==> src/rtl/alien_bomb_controller.sv <==
// ---------------------------------------------------------------------------
// alien_bomb_controller
// Drops one bomb at a time from the lowest living alien in a pseudo-randomly
// chosen column. The bomb falls once per frame in 1/64-pixel fixed point and
// is retired on collision or when it reaches the bottom boundary.
//
// Ports
//   clk, resetN        : clock, asynchronous active-low reset
//   startOfFrame       : one-clk pulse per video frame
//   playGame           : game active; low clears the block on the next edge
//   bombCollision      : bomb hit the player or a shield (FALLING only)
//   alienGridX/Y       : formation top-left position in px (signed)
//   aliensAlive        : alive mask, bit = row*ALIEN_COLS + col, row 0 on top
//   topLeftX/Y         : bomb top-left position in px (signed)
//   alive              : bomb in flight (drawing enable)
//   fireEvent          : one-clk pulse when a bomb spawns
//   o_dbgState         : current FSM state, for observation only
//
// Handshake: there is no valid/ready pair here; startOfFrame and
// bombCollision are single-cycle qualifiers sampled on the rising clk edge.
// ---------------------------------------------------------------------------
module alien_bomb_controller #(
   parameter int          BOMB_Y_SPEED    = 192,
   parameter int          COOLDOWN_FRAMES = 45,
   parameter int          ALIEN_COLS      = 8,
   parameter int          ALIEN_ROWS      = 4,
   parameter int          SPACING_X       = 64,
   parameter int          SPACING_Y       = 48,
   parameter int          ALIEN_W         = 32,
   parameter int          ALIEN_H         = 32,
   parameter int          BOTTOM_Y        = 460,
   parameter logic [15:0] LFSR_SEED       = 16'hACE1
) (
   input  logic               clk,
   input  logic               resetN,
   input  logic               startOfFrame,
   input  logic               playGame,
   input  logic               bombCollision,
   input  logic signed [10:0] alienGridX,
   input  logic signed [10:0] alienGridY,
   input  logic [31:0]        aliensAlive,
   output logic signed [10:0] topLeftX,
   output logic signed [10:0] topLeftY,
   output logic               alive,
   output logic               fireEvent,
   output logic [2:0]         o_dbgState
);

   localparam int COL_W = $clog2(ALIEN_COLS);
   localparam int ROW_W = $clog2(ALIEN_ROWS);
   localparam int IDX_W = $clog2(ALIEN_COLS * ALIEN_ROWS);
   localparam int CNT_W = $clog2(COOLDOWN_FRAMES + 1);

   localparam logic [CNT_W-1:0] COOL_RELOAD = CNT_W'(COOLDOWN_FRAMES);
   localparam logic [COL_W-1:0] COL_LAST    = COL_W'(ALIEN_COLS - 1);
   localparam logic [ROW_W-1:0] ROW_LAST    = ROW_W'(ALIEN_ROWS - 1);

   typedef enum logic [2:0] {
      ST_IDLE     = 3'd0,
      ST_COOLDOWN = 3'd1,
      ST_SELECT   = 3'd2,
      ST_SPAWN    = 3'd3,
      ST_FALLING  = 3'd4
   } state_t;

   state_t              r_state;
   state_t              w_next_state;
   logic [15:0]         r_lfsr;
   logic [CNT_W-1:0]    r_cool;
   logic [COL_W-1:0]    r_col;
   logic [ROW_W-1:0]    r_row;
   logic [COL_W-1:0]    r_tries;
   logic signed [31:0]  r_x;
   logic signed [31:0]  r_y;
   logic                r_alive;
   logic                r_fire;

   logic [IDX_W-1:0]    w_bit_idx;
   logic                w_hit;
   logic [COL_W-1:0]    w_lfsr_col;
   logic [COL_W-1:0]    w_col_next;
   logic                w_scan_exhausted;
   logic                w_at_bottom;
   logic signed [31:0]  w_spawn_x;
   logic signed [31:0]  w_spawn_y;
   logic                w_unused_x;

   // Scan cursor: current (row, col) into the alive mask.
   assign w_bit_idx        = IDX_W'(32'(r_row) * ALIEN_COLS) + IDX_W'(r_col);
   assign w_hit            = aliensAlive[w_bit_idx];
   assign w_lfsr_col       = COL_W'(32'(r_lfsr) % ALIEN_COLS);
   assign w_col_next       = (r_col == COL_LAST) ? '0 : r_col + 1'b1;
   // Row 0 missed on the last column still to try: give up this round.
   assign w_scan_exhausted = (r_row == '0) && (r_tries == COL_LAST);
   // Integer part of Y >= BOTTOM_Y is the same as fixed-point Y >= BOTTOM_Y*64.
   assign w_at_bottom      = (r_y >= BOTTOM_Y * 64);

   assign w_spawn_x = (32'(alienGridX) + $signed(32'(r_col)) * SPACING_X
                       + ALIEN_W / 2) * 64;
   assign w_spawn_y = (32'(alienGridY) + $signed(32'(r_row)) * SPACING_Y
                       + ALIEN_H) * 64;

   assign topLeftX   = r_x[16:6];
   assign topLeftY   = r_y[16:6];
   assign alive      = r_alive;
   assign fireEvent  = r_fire;
   assign o_dbgState = r_state;
   assign w_unused_x = ^{r_x[31:17], r_x[5:0]};

   // Galois LFSR runs regardless of playGame so column choice keeps moving.
   always_ff @(posedge clk or negedge resetN) begin
      if (!resetN)
         r_lfsr <= LFSR_SEED;
      else
         r_lfsr <= {1'b0, r_lfsr[15:1]} ^ (r_lfsr[0] ? 16'hB400 : 16'h0000);
   end

   always_ff @(posedge clk or negedge resetN) begin
      if (!resetN)
         r_state <= ST_IDLE;
      else
         r_state <= w_next_state;
   end

   always_comb begin
      w_next_state = r_state;
      case (r_state)
         ST_IDLE:     if (playGame) w_next_state = ST_COOLDOWN;
         ST_COOLDOWN: if ((r_cool == '0) && (aliensAlive != '0))
                         w_next_state = ST_SELECT;
         ST_SELECT: begin
            if (w_hit)
               w_next_state = ST_SPAWN;
            else if (w_scan_exhausted)
               w_next_state = ST_COOLDOWN;
         end
         ST_SPAWN:    w_next_state = ST_FALLING;
         ST_FALLING:  if (bombCollision || w_at_bottom)
                         w_next_state = ST_COOLDOWN;
         default:     w_next_state = ST_IDLE;
      endcase
      if (!playGame)
         w_next_state = ST_IDLE;
   end

   always_ff @(posedge clk or negedge resetN) begin
      if (!resetN) begin
         r_cool  <= COOL_RELOAD;
         r_col   <= '0;
         r_row   <= '0;
         r_tries <= '0;
         r_x     <= '0;
         r_y     <= '0;
         r_alive <= 1'b0;
         r_fire  <= 1'b0;
      end else if (!playGame) begin
         r_cool  <= COOL_RELOAD;
         r_col   <= '0;
         r_row   <= '0;
         r_tries <= '0;
         r_x     <= '0;
         r_y     <= '0;
         r_alive <= 1'b0;
         r_fire  <= 1'b0;
      end else begin
         r_fire <= 1'b0;
         case (r_state)
            ST_COOLDOWN: begin
               if (w_next_state == ST_SELECT) begin
                  r_col   <= w_lfsr_col;
                  r_row   <= ROW_LAST;
                  r_tries <= '0;
               end else if (startOfFrame && (r_cool != '0)) begin
                  r_cool <= r_cool - 1'b1;
               end
            end
            ST_SELECT: begin
               // On a hit col/row simply hold; SPAWN uses them next clk.
               if (!w_hit) begin
                  if (r_row == '0) begin
                     r_row   <= ROW_LAST;
                     r_col   <= w_col_next;
                     r_tries <= r_tries + 1'b1;
                     if (w_scan_exhausted)
                        r_cool <= COOL_RELOAD;
                  end else begin
                     r_row <= r_row - 1'b1;
                  end
               end
            end
            ST_SPAWN: begin
               r_x     <= w_spawn_x;
               r_y     <= w_spawn_y;
               r_alive <= 1'b1;
               r_fire  <= 1'b1;
            end
            ST_FALLING: begin
               // Collision beats the frame step: Y is frozen where it was hit.
               if (bombCollision || w_at_bottom) begin
                  r_alive <= 1'b0;
                  r_cool  <= COOL_RELOAD;
               end else if (startOfFrame) begin
                  r_y <= r_y + BOMB_Y_SPEED;
               end
            end
            default: ;
         endcase
      end
   end

endmodule
==> config.mk <==
export PLATFORM = sky130hd
export DESIGN_NAME = alien_bomb_controller
export DESIGN_NICKNAME = d
export VERILOG_FILES = /design/src/rtl/alien_bomb_controller.sv
export SDC_FILE = /design/constraint.sdc
export NUM_CORES = 1
export LEC_CHECK = 0
export ABC_AREA = 0
export CAP_MARGIN = 20
export CELL_PAD_IN_SITES_DETAIL_PLACEMENT = 1
export CELL_PAD_IN_SITES_GLOBAL_PLACEMENT = 2
export CORE_UTILIZATION = 33
export CTS_BUF_LIST = sky130_fd_sc_hd__clkbuf_8
export CTS_CLUSTER_DIAMETER = 80
export CTS_CLUSTER_SIZE = 28
export DETAILED_ROUTE_END_ITERATION = 10
export GPL_ROUTABILITY_DRIVEN = 0
export HOLD_SLACK_MARGIN = 0.12
export PLACE_DENSITY_LB_ADDON = 0.1
export SLEW_MARGIN = 40
export SYNTH_ARGS = -nofsm -noshare
export SYNTH_HDL_FRONTEND = slang
export SYNTH_SLANG_ARGS = --single-unit
==> constraint.sdc <==
create_clock -name clk -period 3.2 [get_ports clk]
set_clock_uncertainty 0.15 [all_clocks]
set_input_delay 0.32 -clock clk [delete_from_list [all_inputs] [get_ports clk]]
set_output_delay 0.32 -clock clk [all_outputs]
set_load 0.005 [all_outputs]
[After elaboration in Yosys (flattened, before gate mapping)]
Cells that the tools add are included.
Word-level totals
  flip-flop bits (word level): 84
  word-level logic and storage cells: 102
  output and inout port bits: 27
  bits of input ports: 59
Operators by class
  reductions and logical operators: 14
  add/sub/neg operators: 10
  order comparisons: 2
  multiply operators: 1
  bitwise operators: 1
  equal/unequal tests: 20
  muxes and demuxes: 44
Operators by type and width (count)
  32-bit 2-to-1 mux: 3
  32-bit case mux with 2 select lines: 1
  3-bit 2-to-1 mux: 14
  6-bit 2-to-1 mux: 7
  17-bit 2-to-1 mux: 2
  32-bit by 9-bit adder with 32-bit output, second input constant: 1
  32-bit by 16-bit greater-or-equal comparator with 1-bit output, second input constant: 1
  32-bit nonzero test: 1
  3-bit inequality test, second input constant: 9
  6-bit case mux with 3 select lines: 1
  16-bit 2-to-1 mux: 1
  15-bit by 16-bit XOR with 16-bit output: 1
  3-bit case mux with 5 select lines: 1
  12-bit by 7-bit adder with 13-bit output, second input constant: 1
  11-bit by 9-bit adder with 12-bit output: 1
  3-bit case mux with 2 select lines: 2
  11-bit by 10-bit adder with 11-bit output: 1
  11-bit by 6-bit adder with 11-bit output, second input constant: 1
  3-bit by 2-bit equality test with 1-bit output, second input constant: 3
  3-bit equality test, second input constant: 3
  2-bit 2-to-1 mux: 4
  7-bit AND reduction: 1
  3-bit by 1-bit adder with 3-bit output, second input constant: 2
  6-bit logical NOT: 1
  21 further kinds: 29

[Depth between registers and ports, before layout]
  word-level depth: 10
  depth in mapped cells: 14
  gate-level depth less buffers: 13

[Worst setup path after synthesis]
OpenSTA, ideal clock, no wires.
  kind: flip-flop to flip-flop
  start point: reg r_row[0]
  end point: reg r_y[28]
  data required time: 2973 ps
  period minus slack after synthesis: 2872 ps
  setup time: 77 ps
  arrival: 2644 ps
  path buffers: 1
  cell stages (with the launch flop): 15
  path slack: 328 ps
  path through: dfrtp_1 inv_1 ha_1 inv_1 ha_1 inv_1 ha_1 a21o_1 a21oi_1 nor2b_1 o211ai_1 o211a_1 clkbuf_1 o21ai_0 a21oi_1
Between the ends
  longest elaborated chain between the ends: 5
Ends and longest elaborated chain
  from (decl): line 71  | logic [ROW_W-1:0] r_row;
  from (signal assigned): line 187  | r_row <= r_row - 1'b1;
  2-bit by 2-bit multiplier with 4-bit output: line 100  | assign w_spawn_y = (32'(alienGridY) + $signed(32'(r_row)) * SPACING_Y
  11-bit by 9-bit adder with 12-bit output: line 100
  12-bit by 7-bit adder with 13-bit output: line 101  | + ALIEN_H) * 64;
  32-bit case mux with 2 select lines: line 167  | case (r_state)
  32-bit 2-to-1 mux: line 156  | end else if (!playGame) begin
  to (signal assigned): line 193  | r_y <= w_spawn_y;
  to (signal assigned): line 203  | r_y <= r_y + BOMB_Y_SPEED;
  to (decl): line 74  | logic signed [31:0] r_y;
No other way between the ends.
A chain may end at the register's enable or synchronous reset.

[Worst setup path in the final report]
  start point: reg r_row[1]
  end point: reg r_y[19]
The elaborated chain is that of the path after synthesis.

==> results.md <==
* Outcome: complete, no violations
* Worst-Skew Late Latency at ~0.37 ns
* Setup CP Type: flop to flop
* Syn Inst Count at between 400 and 500
* Startpoint Class: flop
* Routed vias/inst at 5.33
* Post-route antenna net violation count at 0
* Worst slew margin at 0.542
* CTS tree: done
* Post-CTS sizing at 0
* Hold Crit Class: flop to flop
* WP data arrival at 3.09 ns
* Slew @ Worst Pin at between 0.6 and 0.7 ns
* Total number of clock tree sinks at between 70 and 80
* Worst IR Drop VDD at between 0.2 and 0.25 mV
* Setup crit end kind: flop
* Post-synth top area cell: dfrtp_1
* Die height at between 100 and 150 µm
* Async set-reset flop share out of synthesis at 1.00
* Synthesis Warnings at 0
* Dpl hpwl at 9.62 mm
* Post-synth EDFFs at 0
* Routed WL at 13.1 mm
* Number of setup violations in the final report at 0
* Period utilization at 0.921
* Fmax at 0.339 GHz
* Post-route DRC at 0
* Max Cap Viol at 0
* Number of diodes at 0
* Share of layout cells above drive strength 1 at 0.0993
* Core footprint at 0.0129 mm²
* Synthesized area at 0.00443 mm²
* Leakage at 2.39 nW
* Buffers added on ports at 85
* Wire per inst at between 15 and 20 µm
* Antenna violations before repair at 0
* Final #Nets at 652
* Peak fanout along the critical path at 14
* CP required at 3.35 ns
* Seq/Total Area, Yosys at 0.410
* Syn-to-layout area delta at 28.3%
* Die footprint at 0.0139 mm²
* Vias in the first global route at 4,213
* Initial DRC count at 204
* Pwr dens at 368 mW/mm²
* GRT overflow at 0
* Largest net degree at the start of global routing at 73
* Hold slack at 0.208 ns
* Router iterations before antenna repair at 4
* Vias at a little under 4,000
* Total GRT Usage at 0.202
* Unrepaired setup endpoints after global routing: false
* Clk buf depth at 2
* Num ports at 86
* H-Tree Depth at 3
* Post-synth net total at 566
* First-pass GRT wire length at 22.1 mm
* Top FF cell, synth: dfrtp_1
* Ranking of synthesized cells by area: dfrtp_1 34%, dfstp_2 7.1%, ha_1 6.5%
* Yosys top cell area share at 0.339
* Max Slew Vio Count at 0
* Post-synthesis sequential element count at between 70 and 80
* Root Driver: clkbuf_8
* CTS clk-pin slew, worst paths at 0.09 ns
* Average cell area after synthesis at 9.18 µm²
* Setup TNS at 0 ns
* Site row count at 41
* Post-layout min period at 2.95 ns
* Die width at 118 µm
* Distinct cell type count after synthesis at 56
* Number of buffers created by CTS at 9
* Initial Util at 0.344
* Final hold violation count at 0
cells in the mapped netlist, types with 2 or more instances:
master,instances
mux2i_1,16
nor4_1,16
nor3_1,11
nor3b_1,2
clkbuf_1,14
o2bb2ai_1,8
buf_4,12
inv_1,25
xnor2_1,5
o31ai_1,6
mux4_2,2
a31oi_1,9
ha_1,23
nand2_1,46
o22ai_1,3
nor2b_1,5
a21o_1,7
a22oi_1,4
o21bai_1,2
nand2b_1,3
a21oi_1,49
xor2_1,7
o211a_1,2
o211ai_1,3
a211oi_1,3
nand4_1,6
or3_1,2
and3_1,6
o21ai_0,36
nor2_1,27
a22o_1,6
a311oi_1,2
o21a_1,2
nand3_1,18
dfstp_2,12
a21boi_0,4
dfrtp_1,60
routing by layer:
metal  track usage  vias up  wire length [µm]
li1              -     1933                 -
met1         0.268     1955              6360
met2         0.332       76              6150
met3        0.0315       14               373
met4        0.0721        0               191
met5             0        -                 0
through the flow:
stage | setup WS (ns) | power (mW) | util | area [µm²] | cells
finish | 0.254 | 2.09 | 0.442 | 5690 | 746
global route | 0.0142 | 2.20 | 0.442 | 5690 | 746
CTS | 0.250 | 2.13 | 0.441 | 5680 | 745
detailed placement | 0.272 | 1.31 | 0.424 | 5460 | 728
global placement | 0.367 | 1.31 | 0.424 | 5460 | 728
floorplan | 0.328 | 1.15 | - | 4430 | 483
state kept, by name, summed over array words and instances, names as in the netlist, 2 cells and up:
register,flops
r_lfsr,16
o_dbgState,3
r_x,11
r_cool,6
r_row,2
r_tries,3
r_y,26
r_col,3
cell type report:
type	count	area, µm²
Fill cell	1487	7190
Clock buffer	9	124
Tap cell	172	215
Sequential cell	72	1820
Clock inverter	7	85.1
Multi-Input combinational cell	358	2360
Timing Repair Buffer	103	987
Inverter	25	93.8
critical path, stage by stage, from the launching register on:
cell	delay (ns)
dfrtp_1	0.42
inv_1	0.14
ha_1	0.33
inv_1	0.05
ha_1	0.26
inv_1	0.04
ha_1	0.22
a21o_1	0.18
a21oi_1	0.18
nor2b_1	0.09
o211ai_1	0.17
o211a_1	0.17
buf_4	0.20
o21ai_0	0.11
a2bb2oi_1	0.16
placed cells by master (no fill, tap or decap), types with 5 or more instances in the layout:
| master | synthesis | routed |
|---|---|---|
| and3_1 | 6 | 6 |
| nand4_1 | 6 | 6 |
| nor2_1 | 27 | 27 |
| buf_4 | 12 | 16 |
| dfrtp_1 | 60 | 60 |
| a22o_1 | 6 | 6 |
| o2bb2ai_1 | 8 | 8 |
| a31oi_1 | 9 | 9 |
| dfstp_2 | 12 | 12 |
| mux2i_1 | 16 | 16 |
| clkbuf_8 | 0 | 9 |
| nand3_1 | 18 | 18 |
| inv_1 | 25 | 25 |
| nand2_1 | 46 | 46 |
| nor4_1 | 16 | 16 |
| nor2b_1 | 5 | 5 |
| xnor2_1 | 5 | 5 |
| ha_1 | 23 | 23 |
| a21oi_1 | 49 | 49 |
| o21ai_0 | 36 | 36 |
| xor2_1 | 7 | 7 |
| a21o_1 | 7 | 7 |
| nor3_1 | 11 | 11 |
| o31ai_1 | 6 | 6 |
| clkdlybuf4s50_1 | 0 | 84 |
cell families after synthesis:
kind of cell,synth area share
compound gates,0.227
xor+xnor,0.0237
fa+ha+maj,0.0694
buf+inv,0.0567
flops,0.410
mux,0.0497
simple gates,0.164
where the power goes:
group / switching [mW] / internal (mW)
Combinational: 0.144 / 0.156
Clock: 0.422 / 0.378
Sequential: 0.0473 / 0.946
worst paths after layout:
kind,from,endpoint,slack [ns],cells after the start
worst min register to register,r_lfsr[3],r_lfsr[2],0.21,0
worst max register to register,r_row[1],r_y[19],0.25,14
worst min-delay path,r_lfsr[3],r_lfsr[2],0.21,0
worst max-delay path,r_row[1],r_y[19],0.25,14
min in group asynchronous,resetN,r_x[9],0.46,3
max in group asynchronous,resetN,r_cool[1],1.98,3
repair_timing:
item | 4_1_cts | 5_1_grt
endpoints found under the setup margin | 0 | 2
hold buffers | 1 | 0
setup buffers | 0 | 1
endpoints found under the hold margin | 60 | 0
(Power assumes the default switching activity.)
